<file path="config.mk">
export PLATFORM = sky130hd
export DESIGN_NAME = frame_uploader_nbuf
export DESIGN_NICKNAME = d
export VERILOG_FILES = /design/src/rtl/frame_uploader_nbuf.sv
export SDC_FILE = /design/constraint.sdc
export NUM_CORES = 1
export LEC_CHECK = 0
export ABC_AREA = 1
export ABC_CLOCK_PERIOD_IN_PS = 7700
export CAP_MARGIN = 30
export CORE_ASPECT_RATIO = 0.75
export CORE_MARGIN = 2
export CORE_UTILIZATION = 50
export CTS_BUF_LIST = sky130_fd_sc_hd__clkbuf_16
export DETAILED_ROUTE_END_ITERATION = 10
export PLACE_DENSITY = 0.78
export SLEW_MARGIN = 10
export SYNTH_ARGS = -nofsm -noshare
export SYNTH_HDL_FRONTEND = slang
export SYNTH_SLANG_ARGS = --single-unit
</file>
<file path="constraint.sdc">
create_clock -name clk -period 7.7 [get_ports clk]
set_input_delay 2.31 -clock clk [delete_from_list [all_inputs] [get_ports clk]]
set_output_delay 2.31 -clock clk [all_outputs]
set_load 0.1 [all_outputs]
</file>
<file path="src/rtl/frame_uploader_nbuf.sv">
// Camera FIFO to SDRAM frame uploader: packs pixels into fixed-length write bursts over NUM_BUFFERS buffers.
// Optional macro FRAME_UPLOADER_PARTIAL_FLUSH_EN writes out (masked) partial bursts cut short by an early SOF.
module frame_uploader_nbuf #(
  parameter int PIXEL_WIDTH    = 16,
  parameter int MEM_DATA_WIDTH = 32,
  parameter int ADDR_WIDTH     = 21,
  parameter int BURST_WORDS    = 8,
  parameter int ADDR_INC       = 8,
  parameter int FRAME_WORDS    = 153600,
  parameter int NUM_BUFFERS    = 2,
  parameter logic [ADDR_WIDTH-1:0] BASE_ADDR  = 21'h000000,
  parameter logic [ADDR_WIDTH-1:0] BUF_STRIDE = 21'h04B000
) (
  input  logic                        clk,
  input  logic                        rst_n,
  input  logic                        init_done,
  input  logic [1:0]                  read_buffer,
  output logic                        queue_rd_en,
  input  logic                        queue_empty,
  input  logic [PIXEL_WIDTH:0]        queue_data,
  output logic                        cmd,
  output logic                        cmd_en,
  output logic [ADDR_WIDTH-1:0]       addr,
  output logic [MEM_DATA_WIDTH-1:0]   wr_data,
  output logic [MEM_DATA_WIDTH/8-1:0] data_mask,
  output logic                        frame_done,
  output logic [1:0]                  last_buffer,
  output logic                        frame_dropped
);

  localparam int PPW     = MEM_DATA_WIDTH / PIXEL_WIDTH;
  localparam int TOTAL   = BURST_WORDS * PPW;
  localparam int PCW     = $clog2(TOTAL + 1);
  localparam int WCW     = (BURST_WORDS > 1) ? $clog2(BURST_WORDS) : 1;
  localparam int LCW     = (PPW > 1) ? $clog2(PPW) : 1;
  localparam int NBURSTS = FRAME_WORDS / BURST_WORDS;
  localparam int BCW     = $clog2(NBURSTS + 1);
  localparam int MW      = MEM_DATA_WIDTH / 8;

  localparam logic [PCW:0]   TOTAL_LVL  = (PCW+1)'(TOTAL);
  localparam logic [PCW-1:0] LAST_PIX   = PCW'(TOTAL - 1);
  localparam logic [LCW-1:0] LAST_LANE  = LCW'(PPW - 1);
  localparam logic [WCW-1:0] LAST_WORD  = WCW'(BURST_WORDS - 1);
  localparam logic [BCW-1:0] LAST_BURST = BCW'(NBURSTS - 1);
  localparam logic [1:0]     LAST_BUF   = 2'(NUM_BUFFERS - 1);

  typedef enum logic [2:0] {IDLE, WAIT_SOF, FILL, WRITE, DONE} state_t;

  state_t                            state;
  logic [1:0]                        buf_idx;
  logic [BCW-1:0]                    burst_idx;
  logic [PCW-1:0]                    pix_cnt;
  logic [LCW-1:0]                    lane_cnt;
  logic [WCW-1:0]                    fill_word;
  logic [WCW-1:0]                    wr_cnt;
  logic                              pending;
  logic [PPW-1:0][PIXEL_WIDTH-1:0]   word_buf [BURST_WORDS];
  logic [PCW:0]                      fill_level;
  logic                              is_sof;
  logic                              is_pixel;
  logic [ADDR_WIDTH-1:0]             burst_addr;
`ifdef FRAME_UPLOADER_PARTIAL_FLUSH_EN
  logic                              flushing;
`endif

  // Skips the locked buffer; with two buffers and one locked this lands back on i.
  function automatic logic [1:0] next_buf(input logic [1:0] i, input logic [1:0] locked);
    logic [1:0] n;
    n = (i >= LAST_BUF) ? 2'd0 : i + 2'd1;
    if (n == locked) n = (n >= LAST_BUF) ? 2'd0 : n + 2'd1;
    return n;
  endfunction

  assign is_sof     = pending && queue_data[PIXEL_WIDTH];
  assign is_pixel   = pending && !queue_data[PIXEL_WIDTH];
  assign fill_level = {1'b0, pix_cnt} + {{PCW{1'b0}}, pending};

  // Reads in flight are counted so the last accepted entry exactly fills the burst.
  always_comb begin
    queue_rd_en = 1'b0;
    case (state)
      WAIT_SOF: queue_rd_en = init_done && !queue_empty;
      FILL: begin
        queue_rd_en = init_done && !queue_empty && (fill_level < TOTAL_LVL);
`ifdef FRAME_UPLOADER_PARTIAL_FLUSH_EN
        if (is_sof) queue_rd_en = 1'b0;
`endif
      end
      default: queue_rd_en = 1'b0;
    endcase
  end

  always_comb begin
    burst_addr = BASE_ADDR + ADDR_WIDTH'(buf_idx) * BUF_STRIDE
               + ADDR_WIDTH'(burst_idx) * ADDR_WIDTH'(ADDR_INC);
    cmd_en     = (state == WRITE) && (wr_cnt == '0);
    cmd        = cmd_en;
    addr       = (state == WRITE) ? burst_addr : '0;
    wr_data    = (state == WRITE) ? word_buf[wr_cnt] : '0;
    frame_done = (state == DONE);
    data_mask  = '0;
`ifdef FRAME_UPLOADER_PARTIAL_FLUSH_EN
    if (state == WRITE) begin
      for (int b = 0; b < MW; b++) begin
        if (int'(wr_cnt) * PPW + (b * 8) / PIXEL_WIDTH >= int'(pix_cnt)) data_mask[b] = 1'b1;
      end
    end
`endif
  end

  always_ff @(posedge clk) begin
    if (!rst_n) begin
      state         <= IDLE;
      buf_idx       <= 2'd0;
      burst_idx     <= '0;
      pix_cnt       <= '0;
      lane_cnt      <= '0;
      fill_word     <= '0;
      wr_cnt        <= '0;
      pending       <= 1'b0;
      frame_dropped <= 1'b0;
      last_buffer   <= LAST_BUF;
`ifdef FRAME_UPLOADER_PARTIAL_FLUSH_EN
      flushing      <= 1'b0;
`endif
    end else begin
      pending       <= queue_rd_en;
      frame_dropped <= 1'b0;
      case (state)
        IDLE: begin
          if (init_done) state <= WAIT_SOF;
        end
        WAIT_SOF: begin
          if (!init_done) begin
            state <= IDLE;
          end else if (is_sof) begin
            pix_cnt   <= '0;
            lane_cnt  <= '0;
            fill_word <= '0;
            burst_idx <= '0;
            state     <= FILL;
          end
        end
        FILL: begin
          if (!init_done) begin
            pix_cnt   <= '0;
            lane_cnt  <= '0;
            fill_word <= '0;
            burst_idx <= '0;
            state     <= IDLE;
          end else if (is_sof) begin
            frame_dropped <= 1'b1;
            burst_idx     <= '0;
`ifdef FRAME_UPLOADER_PARTIAL_FLUSH_EN
            // Partial burst stays in place; pix_cnt drives the byte mask during the flush.
            if (pix_cnt != '0) begin
              burst_idx <= burst_idx;
              flushing  <= 1'b1;
              wr_cnt    <= '0;
              state     <= WRITE;
            end
`else
            pix_cnt   <= '0;
            lane_cnt  <= '0;
            fill_word <= '0;
`endif
          end else if (is_pixel) begin
            word_buf[fill_word][lane_cnt] <= queue_data[PIXEL_WIDTH-1:0];
            pix_cnt <= pix_cnt + PCW'(1);
            if (lane_cnt == LAST_LANE) begin
              lane_cnt  <= '0;
              fill_word <= fill_word + WCW'(1);
            end else begin
              lane_cnt <= lane_cnt + LCW'(1);
            end
            if (pix_cnt == LAST_PIX) begin
              wr_cnt <= '0;
              state  <= WRITE;
            end
          end
        end
        WRITE: begin
          wr_cnt <= wr_cnt + WCW'(1);
          if (wr_cnt == LAST_WORD) begin
            pix_cnt   <= '0;
            lane_cnt  <= '0;
            fill_word <= '0;
`ifdef FRAME_UPLOADER_PARTIAL_FLUSH_EN
            if (flushing) begin
              flushing  <= 1'b0;
              burst_idx <= '0;
              state     <= init_done ? FILL : IDLE;
            end else
`endif
            if (burst_idx == LAST_BURST) begin
              burst_idx <= '0;
              state     <= DONE;
            end else begin
              burst_idx <= init_done ? burst_idx + BCW'(1) : '0;
              state     <= init_done ? FILL : IDLE;
            end
          end
        end
        DONE: begin
          last_buffer <= buf_idx;
          buf_idx     <= next_buf(buf_idx, read_buffer);
          burst_idx   <= '0;
          state       <= init_done ? WAIT_SOF : IDLE;
        end
        default: state <= IDLE;
      endcase
    end
  end

endmodule

</file>
==> flow_summary.ini, run 1 <==
[synthesis]
ys_warn_count = 0
synth_area_um2 = 12900
synthCells = 1236
synth_top_area_share_pct = 59.4
synth-seq-cells = 295
avgSynthCellArea_um2 = 10.5
synth_area_leader_cell = edfxtp_1
ys_seq_area_share_pct = 65.4
synthTopCellsByArea = edfxtp_1, nor2_1, o21ai_0, dfxtp_1, nand2_1
yosys.cell_types.count = 38

[timing]
timing.final.ws_setup_ns = 0.931
fin_setup_tns_ns = 0
slew_viol_final = 0
fin_skew_ns = 0.0212
finalHoldViolCount = 0
slew_headroom_pct = 32.5
rsz0062_at_grt = no
finalCriticalPeriod_ns = 6.77
max_slew.worst_pin.slew_ns = 1.01
fmax_mhz = 148
setup_viol_count_final = 0
hold_ws_ns = 0.478
post-route-period-util_pct = 87.9

[global_route]
grt_use_total_pct = 22.0
grt_max_degree = 69
grt_first_pass_wirelength_um = 47000
grt_overflow = 0
antenna_found_initial = 1
first_global_vias = 8649

[cells_and_area]
regArea_um2 = 8470
diodes = 0
multi_input_area_um2 = 3950
fill_cells = 1947
drive_gt1_share_pct = 8.12
syn2layout_area_growth_pct = 16.2
postLayoutCoreUtil_pct = 59.7
nNetsFinal = 1352

[power_and_ir_drop]
power_density_nw_per_um2 = 248
p_sw_share_pct = 26.5
internal_power_uw = 2740
peakVddDrop_mv = 0.194
leakagePower_uw = 0.00515
seq_power_share_pct = 48.4
clkPwrFrac_pct = 38.3
pwr-share-comb_pct = 13.3
total_power_uw = 3730
p_sw_uw = 987

[floorplanning]
start_util_pct = 51.4
dieArea_um2 = 27200
die_x_um = 190
rows = 50
ios = 87
die_height_um = 143
core-area_um2 = 25200

[placed_design]
pre_cts_slack_ns = 1.44
io_buffers = 79
gp_congestion = 0.877
dp_hpwl_um = 18400

[clocking]
holdBufCountCts = 0
cts.clk_slew.worst_paths_ns = 0.06
cts.path.max_buffers = 3
post_cts_buffers = 0
clock_latency_ns = 0.54
cts_root_buf = clkbuf_16
cts_tree = done
numCtsBuffers = 29
h-tree-depth = 1
cts.repair.resized = 0
clock_sinks = 295

[worst_setup_path]
worstSetupStartpointType = flip-flop
crit_fanout = 47
critPathRequiredTime_ns = 5.39
end_kind = primary output
path_class = reg -> out
crit_arrival_ns = 4.46

[run]
drv_cap = 0

[drt]
drc = 0
vias = 9344
vias_per_cell = 5.60
antenna_left = 0
routed_wirelength_um = 30200
drtIter0Drc = 943
first_pass_iters = 5
post_drt_wl_per_cell_um = 18.1

[outcome]
status = finished, final reports clean

[worst_hold_path]
hold_path.class = reg -> reg
## power groups by stage
| stage | Sequential (µW) | Combinational [µW] | Clock [µW] |
|---|---|---|---|
| after CTS | 1800 | 490 | 1450 |
| after global placement | 1830 | 473 | 0 |
| final | 1800 | 496 | 1430 |
| after detailed placement | 1840 | 487 | 0 |
| after floorplan | 1820 | 387 | 0 |
| after global routing | 1810 | 546 | 1510 |
## layout make-up
class	count	share of cell area (%)
Clock buffer	29	4.82
Timing Repair Buffer	104	6.70
Sequential cell	295	56.3
Multi-Input combinational cell	819	26.3
Clock inverter	24	1.57
Tap cell	338	2.81
Inverter	59	1.48
## state kept, by name (all words and copies together) (netlist names), named ones only
name	count
pix_cnt	5
pending	1
word_buf	256
buf_idx	2
last_buffer	2
burst_idx	15
state	3
fill_word	3
wr_cnt	3
frame_dropped	1
lane_cnt	1
## placed cells by master, fill, tap and decap left out, drive strengths merged, types with 26 or more instances in the layout
| cell | count |
|---|---|
| a21oi | 42 |
| a31oi | 32 |
| buf | 26 |
| clkbuf | 29 |
| clkdlybuf4s50 | 78 |
| dfxtp | 39 |
| edfxtp | 256 |
| inv | 61 |
| nand2 | 122 |
| nand3 | 44 |
| nor2 | 305 |
| o21ai | 211 |
## path summary, 6_finish.rpt
| check | slack, ns | from | cells after the start | to |
|---|---|---|---|---|
| hold / removal | 0.48 | last_buffer[0] | 2 | last_buffer[0] |
| setup reg to reg | 5.01 | state[2] | 8 | word_buf[6][27] |
| setup / recovery | 0.93 | flip-flop | 6 | wr_data[22] |
| hold reg to reg | 0.48 | last_buffer[0] | 2 | last_buffer[0] |
## layer usage
| metal | global-route usage, % | up-vias | part of all wire, % |
|---|---|---|---|
| li1 | - | 4434 | - |
| met1 | 31.9 | 4492 | 45 |
| met2 | 35.2 | 380 | 46 |
| met3 | 3.57 | 36 | 7.7 |
| met4 | 5.06 | 2 | 1.6 |
| met5 | 0 | - | 0.030 |
## per-stage QoR
step                cells  cell area, µm²
floorplan            1242           13000
global placement     1612           14000
detailed placement   1614           14100
CTS                  1667           15000
global route         1668           15000
finish               1668           15000
## cells in the mapped netlist
master,count
nor2_2,5
conb_1,1
inv_2,5
xnor2_1,1
or2_2,2
nand3_1,39
nand3b_1,1
clkbuf_1,32
nor3_1,13
nor2_1,295
o21bai_4,1
buf_1,7
nor2_8,1
buf_6,1
o211ai_1,1
nand2_2,7
inv_1,53
nand3_2,4
o21bai_2,1
nand3_4,1
buf_2,18
a21oi_2,1
nand4_1,13
fa_1,1
o211a_1,1
nand2_1,112
ha_1,20
dfxtp_1,39
o21ai_1,11
o21ai_0,200
clkinv_1,1
a31oi_1,32
nand2_4,3
nor2_4,4
edfxtp_1,256
nor3b_1,1
a21oi_1,41
buf_4,11
## cells by family (layout without fill, tap and decap cells)
kind of cell	count (synthesis)	count (layout)	share of synthesized area (%)
simple gates	501	501	16.4
flops	295	295	65.4
compound gates	289	289	11.7
buf+inv	128	216	4.26
fa+ha+maj	21	21	2.09
other cells	1	7	0.0290
xor+xnor	1	1	0.0677
## worst max-delay path, stage by stage, from the launching register on
cell and delay [ns]:
dfxtp_2 0.92, inv_1 0.64, buf_4 0.39, nor2_1 0.14, o21ai_0 0.12, a31oi_1 0.47, clkdlybuf4s50_1 1.24
No activity file was read; power rests on OpenSTA's default activity.
==> run 2: changes to the inputs <==
--- a/config.mk
+++ b/config.mk
@@ -6,7 +6,6 @@
 export NUM_CORES = 1
 export LEC_CHECK = 0
 export ABC_AREA = 1
-export ABC_CLOCK_PERIOD_IN_PS = 7700
 export CAP_MARGIN = 30
 export CORE_ASPECT_RATIO = 0.75
 export CORE_MARGIN = 2
==> results of run 2 <==
Same layout as run 1: the final DEF is identical, and so are final timing and power.
